`config.mk`:
```
export PLATFORM = sky130hd
export DESIGN_NAME = tmd_branch_resolve_unit_flat
export DESIGN_NICKNAME = d
export VERILOG_FILES = /design/src/rtl/rv64g_pkg.sv /design/src/rtl/tmd_branch_resolve_unit_if.sv /design/src/rtl/tmd_pred_fifo.sv /design/src/rtl/tmd_branch_resolve_unit.sv /design/src/flat_wrapper.sv
export SDC_FILE = /design/constraint.sdc
export NUM_CORES = 1
export LEC_CHECK = 0
export BUFFER_PORTS_ARGS = -buffer_cell sky130_fd_sc_hd__buf_4
export CAP_MARGIN = 5
export CORE_MARGIN = 2
export CORE_UTILIZATION = 50
export CTS_CLUSTER_SIZE = 25
export DETAILED_ROUTE_END_ITERATION = 8
export PLACE_DENSITY = 0.75
export SLEW_MARGIN = 10
export SYNTH_ARGS = -nofsm -noshare
export SYNTH_HDL_FRONTEND = slang
export SYNTH_SLANG_ARGS = --single-unit
```
`constraint.sdc`:
```
create_clock -name clk_i -period 20.5 [get_ports clk_i]
set_input_delay 1.025 -clock clk_i [delete_from_list [all_inputs] [get_ports clk_i]]
set_output_delay 1.025 -clock clk_i [all_outputs]
set_load 0.1 [all_outputs]
```
`src/rtl/rv64g_pkg.sv`:
```
// Shared RV64G definitions used by the branch resolve unit.
// Provides the address width, instruction size, the in-flight prediction
// entry and the resolver state encoding.
package rv64g_pkg;

  localparam int XLEN        = 64;
  localparam int INSTR_BYTES = 4;

  // One in-flight prediction: where fetch was and where the BTB sent it next.
  typedef struct packed {
    logic [XLEN-1:0] pc;
    logic [XLEN-1:0] next_pc;
  } pred_entry_t;

  typedef enum logic {
    RUN   = 1'b0,
    FLUSH = 1'b1
  } res_state_e;

endpackage

```
`src/rtl/tmd_branch_resolve_unit_if.sv`:
```
// Handshake bundle between fetch/execute (master) and the branch resolve
// unit (slave).
//   pred_*  : fetch pushes predictions, unit answers pred_ready_o
//   res_*   : execute resolves the oldest prediction, unit answers res_ready_o
//   upd_*   : BTB write port driven by the unit
//   flush_o / redirect_pc_o : pipeline clear and restart PC
interface tmd_branch_resolve_unit_if;
  import rv64g_pkg::*;

  logic            pred_valid_i;
  logic [XLEN-1:0] pred_pc_i;
  logic [XLEN-1:0] pred_next_pc_i;
  logic            pred_ready_o;
  logic            res_valid_i;
  logic            res_is_jump_i;
  logic [XLEN-1:0] res_target_i;
  logic            res_ready_o;
  logic            upd_valid_o;
  logic [XLEN-1:0] upd_curr_addr_o;
  logic [XLEN-1:0] upd_next_addr_o;
  logic            upd_is_jump_o;
  logic            flush_o;
  logic [XLEN-1:0] redirect_pc_o;

  modport master (
    output pred_valid_i, pred_pc_i, pred_next_pc_i,
    output res_valid_i, res_is_jump_i, res_target_i,
    input  pred_ready_o, res_ready_o,
    input  upd_valid_o, upd_curr_addr_o, upd_next_addr_o, upd_is_jump_o,
    input  flush_o, redirect_pc_o
  );

  modport slave (
    input  pred_valid_i, pred_pc_i, pred_next_pc_i,
    input  res_valid_i, res_is_jump_i, res_target_i,
    output pred_ready_o, res_ready_o,
    output upd_valid_o, upd_curr_addr_o, upd_next_addr_o, upd_is_jump_o,
    output flush_o, redirect_pc_o
  );

endinterface

```
`src/rtl/tmd_pred_fifo.sv`:
```
// In-order queue of in-flight predictions.
//   clk_i/arst_ni : clock, async active-low reset
//   push_i/data_i : enqueue (ignored when full or clearing)
//   pop_i         : dequeue head (ignored when empty or clearing)
//   clear_i       : drop every entry
//   head_o        : oldest entry, valid while !empty_o
//   full_o/empty_o: occupancy flags from the registered count
module tmd_pred_fifo #(
  parameter int  DEPTH   = 8,
  parameter type entry_t = logic
) (
  input  logic   clk_i,
  input  logic   arst_ni,
  input  logic   push_i,
  input  entry_t data_i,
  input  logic   pop_i,
  input  logic   clear_i,
  output entry_t head_o,
  output logic   full_o,
  output logic   empty_o
);

  localparam int              AW       = $clog2(DEPTH);
  localparam logic [AW-1:0]   PTR_ONE  = AW'(1);
  localparam logic [AW:0]     CNT_ONE  = (AW+1)'(1);
  localparam logic [AW:0]     CNT_FULL = (AW+1)'(DEPTH);

  logic [AW-1:0] head_q, head_d, tail_q, tail_d;
  logic [AW:0]   count_q, count_d;
  entry_t        mem_q [DEPTH];
  logic          push_ok, pop_ok;

  assign full_o  = (count_q == CNT_FULL);
  assign empty_o = (count_q == '0);
  assign head_o  = mem_q[head_q];

  assign push_ok = push_i & ~full_o & ~clear_i;
  assign pop_ok  = pop_i & ~empty_o & ~clear_i;

  always_comb begin
    head_d  = head_q;
    tail_d  = tail_q;
    count_d = count_q;
    if (clear_i) begin
      head_d  = '0;
      tail_d  = '0;
      count_d = '0;
    end else begin
      // Power-of-two depth: pointers wrap naturally on overflow.
      if (push_ok) tail_d = tail_q + PTR_ONE;
      if (pop_ok)  head_d = head_q + PTR_ONE;
      case ({push_ok, pop_ok})
        2'b10:   count_d = count_q + CNT_ONE;
        2'b01:   count_d = count_q - CNT_ONE;
        default: count_d = count_q;
      endcase
    end
  end

  always_ff @(posedge clk_i or negedge arst_ni) begin
    if (!arst_ni) begin
      head_q  <= '0;
      tail_q  <= '0;
      count_q <= '0;
    end else begin
      head_q  <= head_d;
      tail_q  <= tail_d;
      count_q <= count_d;
    end
  end

  // Payload storage needs no reset: entries are only read while counted.
  always_ff @(posedge clk_i) begin
    if (push_ok) mem_q[tail_q] <= data_i;
  end

endmodule

```
`src/rtl/tmd_branch_resolve_unit.sv`:
```
// Branch resolve unit: tracks fetch predictions in order, checks each
// execute resolution against its prediction, writes the BTB and raises a
// one-cycle flush with a redirect PC on a mispredict.
//   clk_i   : clock, rising edge
//   arst_ni : async active-low reset
//   bus     : prediction / resolution / BTB update / flush signals
module tmd_branch_resolve_unit
  import rv64g_pkg::*;
#(
  parameter int DEPTH = 8
) (
  input  logic                      clk_i,
  input  logic                      arst_ni,
  tmd_branch_resolve_unit_if.slave  bus
);

  res_state_e      state_q, state_d;
  pred_entry_t     head, push_entry;
  logic            full, empty;
  logic            pred_ready, res_ready;
  logic            push, pop, mispredict;
  logic [XLEN-1:0] actual;

  logic            upd_valid_q, upd_valid_d;
  logic [XLEN-1:0] upd_curr_q, upd_curr_d;
  logic [XLEN-1:0] upd_next_q, upd_next_d;
  logic            upd_jump_q, upd_jump_d;
  logic            flush_q, flush_d;
  logic [XLEN-1:0] redirect_q, redirect_d;

  assign push_entry = '{pc: bus.pred_pc_i, next_pc: bus.pred_next_pc_i};

  tmd_pred_fifo #(
    .DEPTH   (DEPTH),
    .entry_t (pred_entry_t)
  ) u_fifo (
    .clk_i   (clk_i),
    .arst_ni (arst_ni),
    .push_i  (push),
    .data_i  (push_entry),
    .pop_i   (pop),
    .clear_i (mispredict),
    .head_o  (head),
    .full_o  (full),
    .empty_o (empty)
  );

  always_comb begin
    // Readies also drop while reset is held, not only after the flops clear.
    pred_ready  = arst_ni & (state_q == RUN) & ~full;
    res_ready   = arst_ni & (state_q == RUN) & ~empty;
    pop         = bus.res_valid_i & res_ready;
    actual      = bus.res_is_jump_i ? bus.res_target_i
                                    : head.pc + XLEN'(INSTR_BYTES);
    // Full-width compare: a misaligned predicted target counts as wrong.
    mispredict  = pop & (actual != head.next_pc);
    // Younger pushes are wrong-path once a mispredict is seen.
    push        = bus.pred_valid_i & pred_ready & ~mispredict;

    state_d     = RUN;
    if (state_q == RUN && mispredict) state_d = FLUSH;

    upd_valid_d = pop & (bus.res_is_jump_i | mispredict);
    upd_curr_d  = upd_curr_q;
    upd_next_d  = upd_next_q;
    upd_jump_d  = upd_jump_q;
    if (pop) begin
      upd_curr_d = head.pc;
      upd_next_d = actual;
      upd_jump_d = bus.res_is_jump_i;
    end
    flush_d     = mispredict;
    redirect_d  = mispredict ? actual : redirect_q;
  end

  always_ff @(posedge clk_i or negedge arst_ni) begin
    if (!arst_ni) begin
      state_q     <= RUN;
      upd_valid_q <= 1'b0;
      upd_curr_q  <= '0;
      upd_next_q  <= '0;
      upd_jump_q  <= 1'b0;
      flush_q     <= 1'b0;
      redirect_q  <= '0;
    end else begin
      state_q     <= state_d;
      upd_valid_q <= upd_valid_d;
      upd_curr_q  <= upd_curr_d;
      upd_next_q  <= upd_next_d;
      upd_jump_q  <= upd_jump_d;
      flush_q     <= flush_d;
      redirect_q  <= redirect_d;
    end
  end

  assign bus.pred_ready_o    = pred_ready;
  assign bus.res_ready_o     = res_ready;
  assign bus.upd_valid_o     = upd_valid_q;
  assign bus.upd_curr_addr_o = upd_curr_q;
  assign bus.upd_next_addr_o = upd_next_q;
  assign bus.upd_is_jump_o   = upd_jump_q;
  assign bus.flush_o         = flush_q;
  assign bus.redirect_pc_o   = redirect_q;

endmodule

```
`src/flat_wrapper.sv`:
```
// flat-port wrapper written by rule: the top's interface ports become plain ports
module tmd_branch_resolve_unit_flat import rv64g_pkg::*;
#(
  parameter int DEPTH = 8
)
  (clk_i, arst_ni, bus_pred_valid_i, bus_pred_pc_i, bus_pred_next_pc_i, bus_res_valid_i, bus_res_is_jump_i, bus_res_target_i, bus_pred_ready_o, bus_res_ready_o, bus_upd_valid_o, bus_upd_curr_addr_o, bus_upd_next_addr_o, bus_upd_is_jump_o, bus_flush_o, bus_redirect_pc_o);
  tmd_branch_resolve_unit_if bus_i ();
  input  logic clk_i;
  input  logic arst_ni;
  input wire logic [$bits(bus_i.pred_valid_i)-1:0] bus_pred_valid_i;
  input wire logic [$bits(bus_i.pred_pc_i)-1:0] bus_pred_pc_i;
  input wire logic [$bits(bus_i.pred_next_pc_i)-1:0] bus_pred_next_pc_i;
  input wire logic [$bits(bus_i.res_valid_i)-1:0] bus_res_valid_i;
  input wire logic [$bits(bus_i.res_is_jump_i)-1:0] bus_res_is_jump_i;
  input wire logic [$bits(bus_i.res_target_i)-1:0] bus_res_target_i;
  output wire logic [$bits(bus_i.pred_ready_o)-1:0] bus_pred_ready_o;
  output wire logic [$bits(bus_i.res_ready_o)-1:0] bus_res_ready_o;
  output wire logic [$bits(bus_i.upd_valid_o)-1:0] bus_upd_valid_o;
  output wire logic [$bits(bus_i.upd_curr_addr_o)-1:0] bus_upd_curr_addr_o;
  output wire logic [$bits(bus_i.upd_next_addr_o)-1:0] bus_upd_next_addr_o;
  output wire logic [$bits(bus_i.upd_is_jump_o)-1:0] bus_upd_is_jump_o;
  output wire logic [$bits(bus_i.flush_o)-1:0] bus_flush_o;
  output wire logic [$bits(bus_i.redirect_pc_o)-1:0] bus_redirect_pc_o;
  assign bus_i.pred_valid_i = bus_pred_valid_i;
  assign bus_i.pred_pc_i = bus_pred_pc_i;
  assign bus_i.pred_next_pc_i = bus_pred_next_pc_i;
  assign bus_i.res_valid_i = bus_res_valid_i;
  assign bus_i.res_is_jump_i = bus_res_is_jump_i;
  assign bus_i.res_target_i = bus_res_target_i;
  assign bus_pred_ready_o = bus_i.pred_ready_o;
  assign bus_res_ready_o = bus_i.res_ready_o;
  assign bus_upd_valid_o = bus_i.upd_valid_o;
  assign bus_upd_curr_addr_o = bus_i.upd_curr_addr_o;
  assign bus_upd_next_addr_o = bus_i.upd_next_addr_o;
  assign bus_upd_is_jump_o = bus_i.upd_is_jump_o;
  assign bus_flush_o = bus_i.flush_o;
  assign bus_redirect_pc_o = bus_i.redirect_pc_o;
  tmd_branch_resolve_unit #(.DEPTH(DEPTH)) u_core (.clk_i(clk_i), .arst_ni(arst_ni), .bus(bus_i));
endmodule
```
==> summary by stage, run 1 <==
STA
The number of hold violations in the final report was 0. The portion of the clock cycle consumed by the worst path in the final layout is about half. Across all setup checks in the final design, the least slack found is about 11 ns. The setup skew after layout is 0.0391 ns. Setup repair after global routing left no endpoint under its margin. Counting I/O delays and the setup requirement, the final critical path takes 9.99 ns.

The worst hold slack after final layout is 0.355 ns. The achievable clock frequency is 100 MHz. The normalized max-slew margin is 16.6%. The total negative slack for setup checks is 0 ns. The final count of pins violating max slew is 0. The count of final setup violators is 0.

The transition time of the tightest slew-check pin is 1.22 ns.

Floorplanning
The horizontal die dimension is 326 um. The top-level port count is 394. The floorplan step defined a die boundary enclosing 106000 sq um.

The initial utilization of the core area, before any placement, comes to 50.2%. After floorplanning, the core was divided into 118 placement rows. In this run the vertical extent of the chip is 326 um.

The placeable core region is 103000 sq um.

Setup path
Data on the critical path arrives at its endpoint at 10.31 ns. STA classifies the critical path startpoint as a flop. In this run the worst path has a maximum fanout of 56. The critical path goes through buf_4 -> buf_4 -> mux4_2 -> mux2i_1 -> or4_1 -> or4_1 -> or4_4 -> o21a_1 -> o31ai_1 -> xor2_1 -> nor4bb_1 -> and4_1 -> a21oi_4 -> buf_4 -> buf_4 -> nor4b_4 -> buf_4 -> buf_4. The worst reg2reg path depth is 18. The start-to-end type of the worst setup path is flop to flop. Across all register-to-register paths, the minimum setup slack is 10.51 ns. The delay of the slowest cell on the worst path is 0.97 ns.

The required arrival time at the worst endpoint is between 20 and 25 ns. By instance count, the cell type seen most on the critical path is sky130_fd_sc_hd__buf_4. For this design, the slowest cell found on the critical path is sky130_fd_sc_hd__or4_1.

The category of the worst setup path capture point is a flop.

Place
The count of input and output buffers is 393. The setup slack at placement is 10.55 ns. After legalization and detailed placement, the total HPWL measured 103000 um. The global placement routability congestion is between 1 and 1.5.

Clock network
TritonCTS built the clock tree. The clock insertion delay at the later pin of the skew report is 0.73 ns. Counting the buffers created by CTS gives ~120. The buffer levels on the longest clock path is 3.

In this run, post-CTS hold repair placed 0 buffers. The maximum level of the CTS H-tree is 3. The number of buffers added for setup after CTS is 0. The clock net in this run drives a total of 1230 sinks. The root buffer selected by CTS is sky130_fd_sc_hd__clkbuf_16. Clock-pin slew was measured on the worst setup and hold paths at 0.06 ns. The number of gates resized after CTS is 0.

Logic synthesis
The cell count after synthesis is roughly 3000. The post-synthesis async set-or-reset flop share is 16.7%. The count of synthesis-stage warnings from yosys is 0. The post-synthesis average cell area is 16.8 sq um. The proportion of synthesized chip area in sequential cells is between 60% and 70%. When the netlist entered floorplanning its net count stood at 3287.

The number of enable flip-flop cells after synthesis is a little over 1000. Among all flip-flop cells after synthesis, the most frequent one is sky130_fd_sc_hd__edfxtp_1. The cell area after synthesis is 51800 sq um.

The number of different library cells used by synthesis comes to between 90 and 100. After synthesis the netlist holds a flip-flop and latch count of 1230.

Detailed routing
In this run the remaining antenna-violating nets after routing total 0. The first-iteration detailed-routing DRC count is around 4100. The per-cell via count in the routed design is just over 6. After detailed routing, the average wire length per cell comes to between 30 and 40 um.

Summing over every cut layer, the via total after detailed routing is 31200. The first detailed-routing pass took 6 iterations. After detailed routing, the total wire length is 152000 um.

For this run, design rule violations remaining after detail routing come to 0.

Flow run
The max-cap check violation count is 0.

Power
The proportion of power drawn by flip-flops and latches is between 40% and 50%. The total power is 7.81 mW. The leakage power total is 21.0 nW.

The clock network accounts for 27.4% of the total power. The design internal power is 4.75 mW. Combinational cells account for 31.6% of the total power. Net switching is a little under 40% of the power.

The net switching power is between 3 and 4 mW. The peak ir drop on the vdd network is 213 uV. The power per cell area is about 130 nW/um^2.

Cells and area
The filler cell count is 7636. Cells fill 58.2% of the core in the end. Compared with the post-synthesis result, the final layout area differs by 15.9%.

The layout cell share with drive strength beyond 1 is approximately 28%. After the last flow step, the layout net total stands at 3724.

GRT
Entering global routing, the biggest net connects 129 pins. Global routing consumed, over all layers together, 28.4% of the routing resources. The initial antenna violation count is 12. The total overflow left after global routing is 0.

The number of global-route vias before repair is 29900. The first global-routing pass estimated approximately 220000 um of wire.

Status
The flow ran to the end, and the final reports show no timing, DRC or antenna violations.

Hold path
The worst hold-check path type is input port to async pin.
-- cells in the mapped netlist (all sizes together) (21+ instances only) --
cell type	number	area [sq um]
xor2	38	333
nand2	330	1240
nor4	55	418
mux2	56	702
clkbuf	51	191
nor3	55	280
a21oi	30	161
xnor2	62	543
mux4	240	5410
edfxtp	1024	30700
o22ai	43	282
nand4	24	150
dfrtp	206	5150
inv	52	195
nand2b	21	131
nor2	102	383
nand3	31	155
o21ai	108	541
buf	106	847
mux2i	148	1500
-- power by group through the flow --
stage	clock network (mW)	logic, mW	registers, mW
finish	2.14	2.47	3.21
global route	2.26	2.54	3.23
CTS	2.16	2.46	3.20
detailed placement	0	2.46	3.25
global placement	0	2.43	3.24
floorplan	0	0.504	4.53
-- layout by cell type, fill, tap and decap left out, types with 29 or more instances in the layout --
master,n
sky130_fd_sc_hd__clkinv_2,29
sky130_fd_sc_hd__mux2i_1,145
sky130_fd_sc_hd__inv_1,52
sky130_fd_sc_hd__mux4_2,238
sky130_fd_sc_hd__clkbuf_16,120
sky130_fd_sc_hd__mux2_2,37
sky130_fd_sc_hd__buf_4,467
sky130_fd_sc_hd__nor4_1,44
sky130_fd_sc_hd__xnor2_1,62
sky130_fd_sc_hd__o21ai_0,107
sky130_fd_sc_hd__nor3_1,53
sky130_fd_sc_hd__nand3_1,31
sky130_fd_sc_hd__dfrtp_1,203
sky130_fd_sc_hd__xor2_1,38
sky130_fd_sc_hd__o22ai_1,41
sky130_fd_sc_hd__edfxtp_1,1024
sky130_fd_sc_hd__a21oi_1,29
sky130_fd_sc_hd__nor2_1,102
sky130_fd_sc_hd__nand2_1,329
-- through the flow --
step / cell area (sq um) / cells
after CTS: 60000 / 5000
after global routing: 60000 / 5001
after floorplan: 51800 / 3083
after global placement: 56200 / 4781
after detailed placement: 56200 / 4781
final: 60000 / 5002
-- final cells by class --
type	count	area [sq um]	area share (%)
Timing Repair Buffer	475	3650	6.08
Clock inverter	74	676	1.13
Multi-Input combinational cell	1641	14700	24.5
Clock buffer	145	3120	5.19
Sequential cell	1230	35900	59.8
Antenna cell	2	5.00	0.00834
Inverter	55	206	0.344
Tap cell	1380	1730	2.88
-- worst max-delay path, delay by kind of cell, from the launching register on --
family                    cells  cell delay [ns]
and+or+nand+nor               6             3.65
buffers and inverters         6             3.36
muxes                         2             0.55
xor gates and xnor gates      1             0.36
AOI/OAI and AO/OA             3             0.64
DFF                           1             0.78
-- sequential cells by signal, indices dropped and copies added (netlist names), 3 cells and up --
name                        cells
u_core.bus.redirect_pc_o       64
u_core.bus.upd_curr_addr_o     64
u_core.u_fifo.head_q            3
u_core.u_fifo.mem_q          1024
u_core.bus.upd_next_addr_o     64
u_core.u_fifo.tail_q            3
u_core.u_fifo.count_q           4
-- logic make-up after synthesis --
logic type               share of synthesized area (%)
flip-flops                                        69.3
AND/OR/NAND/NOR                                   7.20
multiplexers                                      14.7
AO/OA/AOI/OAI                                     4.53
buffers and inverters                             2.40
XOR/XNOR                                          1.69
adder cells (fa/ha/maj)                          0.169
-- per-layer routing --
layer / track usage, % / part of all wire, %
met2: 43.8 / 47
met5: 0 / 0.051
met3: 7.60 / 11
met4: 7.77 / 2.6
met1: 40.2 / 39
-- path summary, 6_finish.rpt --
kind	start	end
min in group clk_i	u_core.bus.upd_next_addr_o[39]	u_core.bus.upd_next_addr_o[39]
max	u_core.u_fifo.head_q[0]	u_core.u_fifo.mem_q[3][104]
min	arst_ni	u_core.bus.upd_next_addr_o[22]
max reg2reg	u_core.u_fifo.head_q[0]	u_core.u_fifo.mem_q[3][104]
max in group asynchronous	arst_ni	u_core.u_fifo.head_q[0]
min reg2reg	u_core.bus.upd_next_addr_o[39]	u_core.bus.upd_next_addr_o[39]
Power figures use the tool's default switching activity.
==> inputs of run 2 (changes only) <==
- clock period: 20.5 -> 9.7 ns (I/O delays scaled with it)
==> run 2 against run 1 <==
  * Sequential cell count stayed put
  * Non-clock buffer count is 117 higher
  * Cell area grew 2.5%
  * Sequential power up 110%
  * Wire length barely moved
  * Critical path type unchanged
  * Critical endpoint is now u_core.u_fifo.count_q[3]
  * Largest cell class unchanged
  * Highest routed layer unchanged
==> summary by stage, run 2 (synthesis gave the netlist of run 1 again) <==
Setup path
Tracing the worst setup path back leads to its startpoint at u_core.u_fifo.head_q[2]. The arrival time of the worst setup path is 8.46 ns. The slack of the worst reg-to-reg path is 1.80 ns. For the worst setup path, the data required time is 10.27 ns. Following the worst setup path forward leads to its endpoint at u_core.u_fifo.count_q[3]. For the worst flop-to-flop path, the logic depth is 20. The worst setup path is launched from a flop. Of all nets on the critical path, the largest fanout is 50.

The worst register-to-register path ends at u_core.u_fifo.count_q[3]. The launch point of the worst reg-to-reg path is u_core.u_fifo.head_q[2]. The category of the worst setup path capture point is a flop. The worst setup path is of the flop to flop kind.

Place
Summing all placed instances gives a cell area of approximately 56000 sq um. During placement, the flow inserted port buffers numbering 393. The global placement routability congestion is 1.00. After legalization and detailed placement, the total HPWL measured roughly 100000 um.

Clock network
In this run the post-CTS setup repair buffer count came out at 0. The tree is rooted in a sky130_fd_sc_hd__clkbuf_16. After clock tree synthesis, the clock-pin slew on the worst setup and hold paths is 0.06 ns.

The buffer levels on the longest clock path is 3. Buffers inserted during clock tree synthesis total 117. The clock tree synthesis step divided the H-tree into 3 levels.

After clock tree synthesis, the repair step resized 0 gates. After clock tree synthesis, the flow added hold-fix buffers numbering 116. TritonCTS built the clock tree. The clock insertion delay at the later pin of the skew report is 0.71 ns. The total clock sinks is 1230.

Cells and area
The top cell types in the final layout, fill and taps aside, are sky130_fd_sc_hd__edfxtp_1, sky130_fd_sc_hd__buf_4, sky130_fd_sc_hd__nand2_1. In the final design database the tool counted 3841 nets. The layout cell share with drive strength beyond 1 is 27.2%. u_core.u_fifo.mem_q holds more flip-flops than any other register. Leaving out fill and tap cells, the most frequent cell in the layout is sky130_fd_sc_hd__edfxtp_1. The register with the most flip-flops in the layout has just over 1000 of them.

The area growth from synthesis to layout is 18.7%. Once layout is done, the placed cells without fillers occupy 61500 sq um.

Detailed routing
The number of vias in the routed layout is 31600. The number of nets still failing antenna checks after routing is 0. In the final routed layout, each cell accounts on average for 29.7 um. The first-iteration detailed-routing DRC count is around 4000.

The routed wire length is 152000 um. The number of remaining DRC errors is 0. The number of iterations in the first detailed-routing pass is 6.

The per-cell via count in the routed design is just over 6.

STA
In the final timing run, aggregate negative setup slack is 0 ns. The portion of the clock cycle consumed by the worst path in the final layout is 81.4%. The number of hold violations in the final report was 0. The final count of pins violating max slew came to 0. Headroom to the max-slew limit came out at 18.2%. Static timing analysis puts the maximum clock frequency at 127 MHz.

The clock arrives with 0.0280 ns of skew. The transition time of the tightest slew-check pin is 1.21 ns. Setup repair after global routing left no endpoint under its margin. After layout, the minimum clock period comes to 7.90 ns. The count of final setup violators is 0.

Floorplanning
The die outline area is between 100000 and 150000 sq um. After floorplanning, the core was divided into 118 placement rows. The placeable core region is 103000 sq um. Once the floorplan was initialized, standard cells occupied 50.2% of the core. From left edge to right edge, the die measures 326 um. The die span in y is 326 um. The top-level port count is between 300 and 400.

Power
The design draws around 17 mW. The power per cell area is 271 nW/um^2. The peak ir drop on the vdd network is 407 uV. The relative contribution of the clock network to total power is about 28%. Summed over all nets, the switching power comes to 6.47 mW.

Sequential cells burn about two fifths of the power. The net switching share of the total power is 38.9%. Combinational logic burns 31.6% of the power. The leakage power total is ~22 nW. The design internal power is 10.2 mW.

GRT
The number of global-route vias before repair is 30900. The first global-routing pass estimated 218000 um of wire. For this run, the total global-route usage over all layers was measured as between 20% and 30%.

Entering global routing, the biggest net connects 83 pins. The initial antenna violation count was 12. Summed over all layers, the global routing overflow is 0.

Hold path
Along the worst hold path, the cell count comes to 1. In this run the worst hold path is classified as input port to flop.

Flow run
The max-cap check violation count is 0.

Status
The run finished with clean final reports.
==> run 2: critical path: stages (launching register included) <==
cell and delay, ns:
sky130_fd_sc_hd__dfrtp_4 0.92, sky130_fd_sc_hd__buf_4 0.62, sky130_fd_sc_hd__nor2_1 0.20, sky130_fd_sc_hd__a2bb2oi_1 0.43
sky130_fd_sc_hd__nand3_1 0.22, sky130_fd_sc_hd__nor3_1 0.63, sky130_fd_sc_hd__nand4_1 0.69, sky130_fd_sc_hd__nor2_1 0.51
sky130_fd_sc_hd__o21ai_0 0.14, sky130_fd_sc_hd__or3_1 0.33, sky130_fd_sc_hd__a2111oi_0 0.68, sky130_fd_sc_hd__nor4b_1 0.32
sky130_fd_sc_hd__nand4_1 0.16, sky130_fd_sc_hd__nor3_1 0.38, sky130_fd_sc_hd__ha_1 0.31, sky130_fd_sc_hd__ha_1 0.30
sky130_fd_sc_hd__a31o_2 0.25, sky130_fd_sc_hd__a21oi_1 0.17, sky130_fd_sc_hd__o21ai_0 0.15, sky130_fd_sc_hd__xnor2_1 0.18
sky130_fd_sc_hd__nor2_1 0.06
==> run 2: how the worst min path moves through the flow <==
stage                                        start                        endpoint  slack [ns]
finish                      bus_pred_next_pc_i[10]      u_core.u_fifo.mem_q[5][10]        0.03
global route                     bus_pred_pc_i[56]     u_core.u_fifo.mem_q[7][120]        0.02
CTS                              bus_pred_pc_i[56]     u_core.u_fifo.mem_q[7][120]       0.001
detailed placement  u_core.bus.upd_next_addr_o[27]  u_core.bus.upd_next_addr_o[27]        0.46
global placement     u_core.bus.upd_next_addr_o[0]   u_core.bus.upd_next_addr_o[0]        0.46
floorplan                                  arst_ni              u_core.bus.flush_o        0.19
==> run 2: metrics by stage <==
step,instances,utilization (%),setup WS (ns),hold WS [ns]
final,5121,59.6,1.80,0.0329
after CTS,5119,59.6,1.96,0.00140
after global placement,4782,54.7,1.94,0.461
after floorplan,3083,-,-2.63,0.189
after global routing,5121,59.6,1.48,0.0226
after detailed placement,4782,54.7,1.96,0.464
==> run 2: routing by layer <==
metal,GRT usage (%),vias up,share of wire [%]
li1,-,13300,-
met1,39.7,16100,40
met2,44.1,1860,46
met3,7.65,263,11
met4,8.68,12,3.1
met5,0,-,0.050
==> run 2: power by group through the flow <==
stage          registers (mW)  logic, mW  clock network [mW]
3_5_place_dp             6.86       5.19                   0
6_report                 6.78       5.26                4.60
3_3_place_gp             6.85       5.15                   0
5_1_grt                  6.82       5.43                4.85
4_1_cts                  6.77       5.25                4.65
2_1_floorplan            9.55       1.07                   0
==> run 2: final cells by class <==
cell class | instances | area [sq um]
Timing Repair Buffer | 592 | 4980
Sequential cell | 1230 | 35900
Clock inverter | 43 | 463
Antenna cell | 2 | 5.00
Multi-Input combinational cell | 1641 | 14800
Inverter | 55 | 208
Clock buffer | 178 | 3460
Fill cell | 7587 | 41700
Tap cell | 1380 | 1730
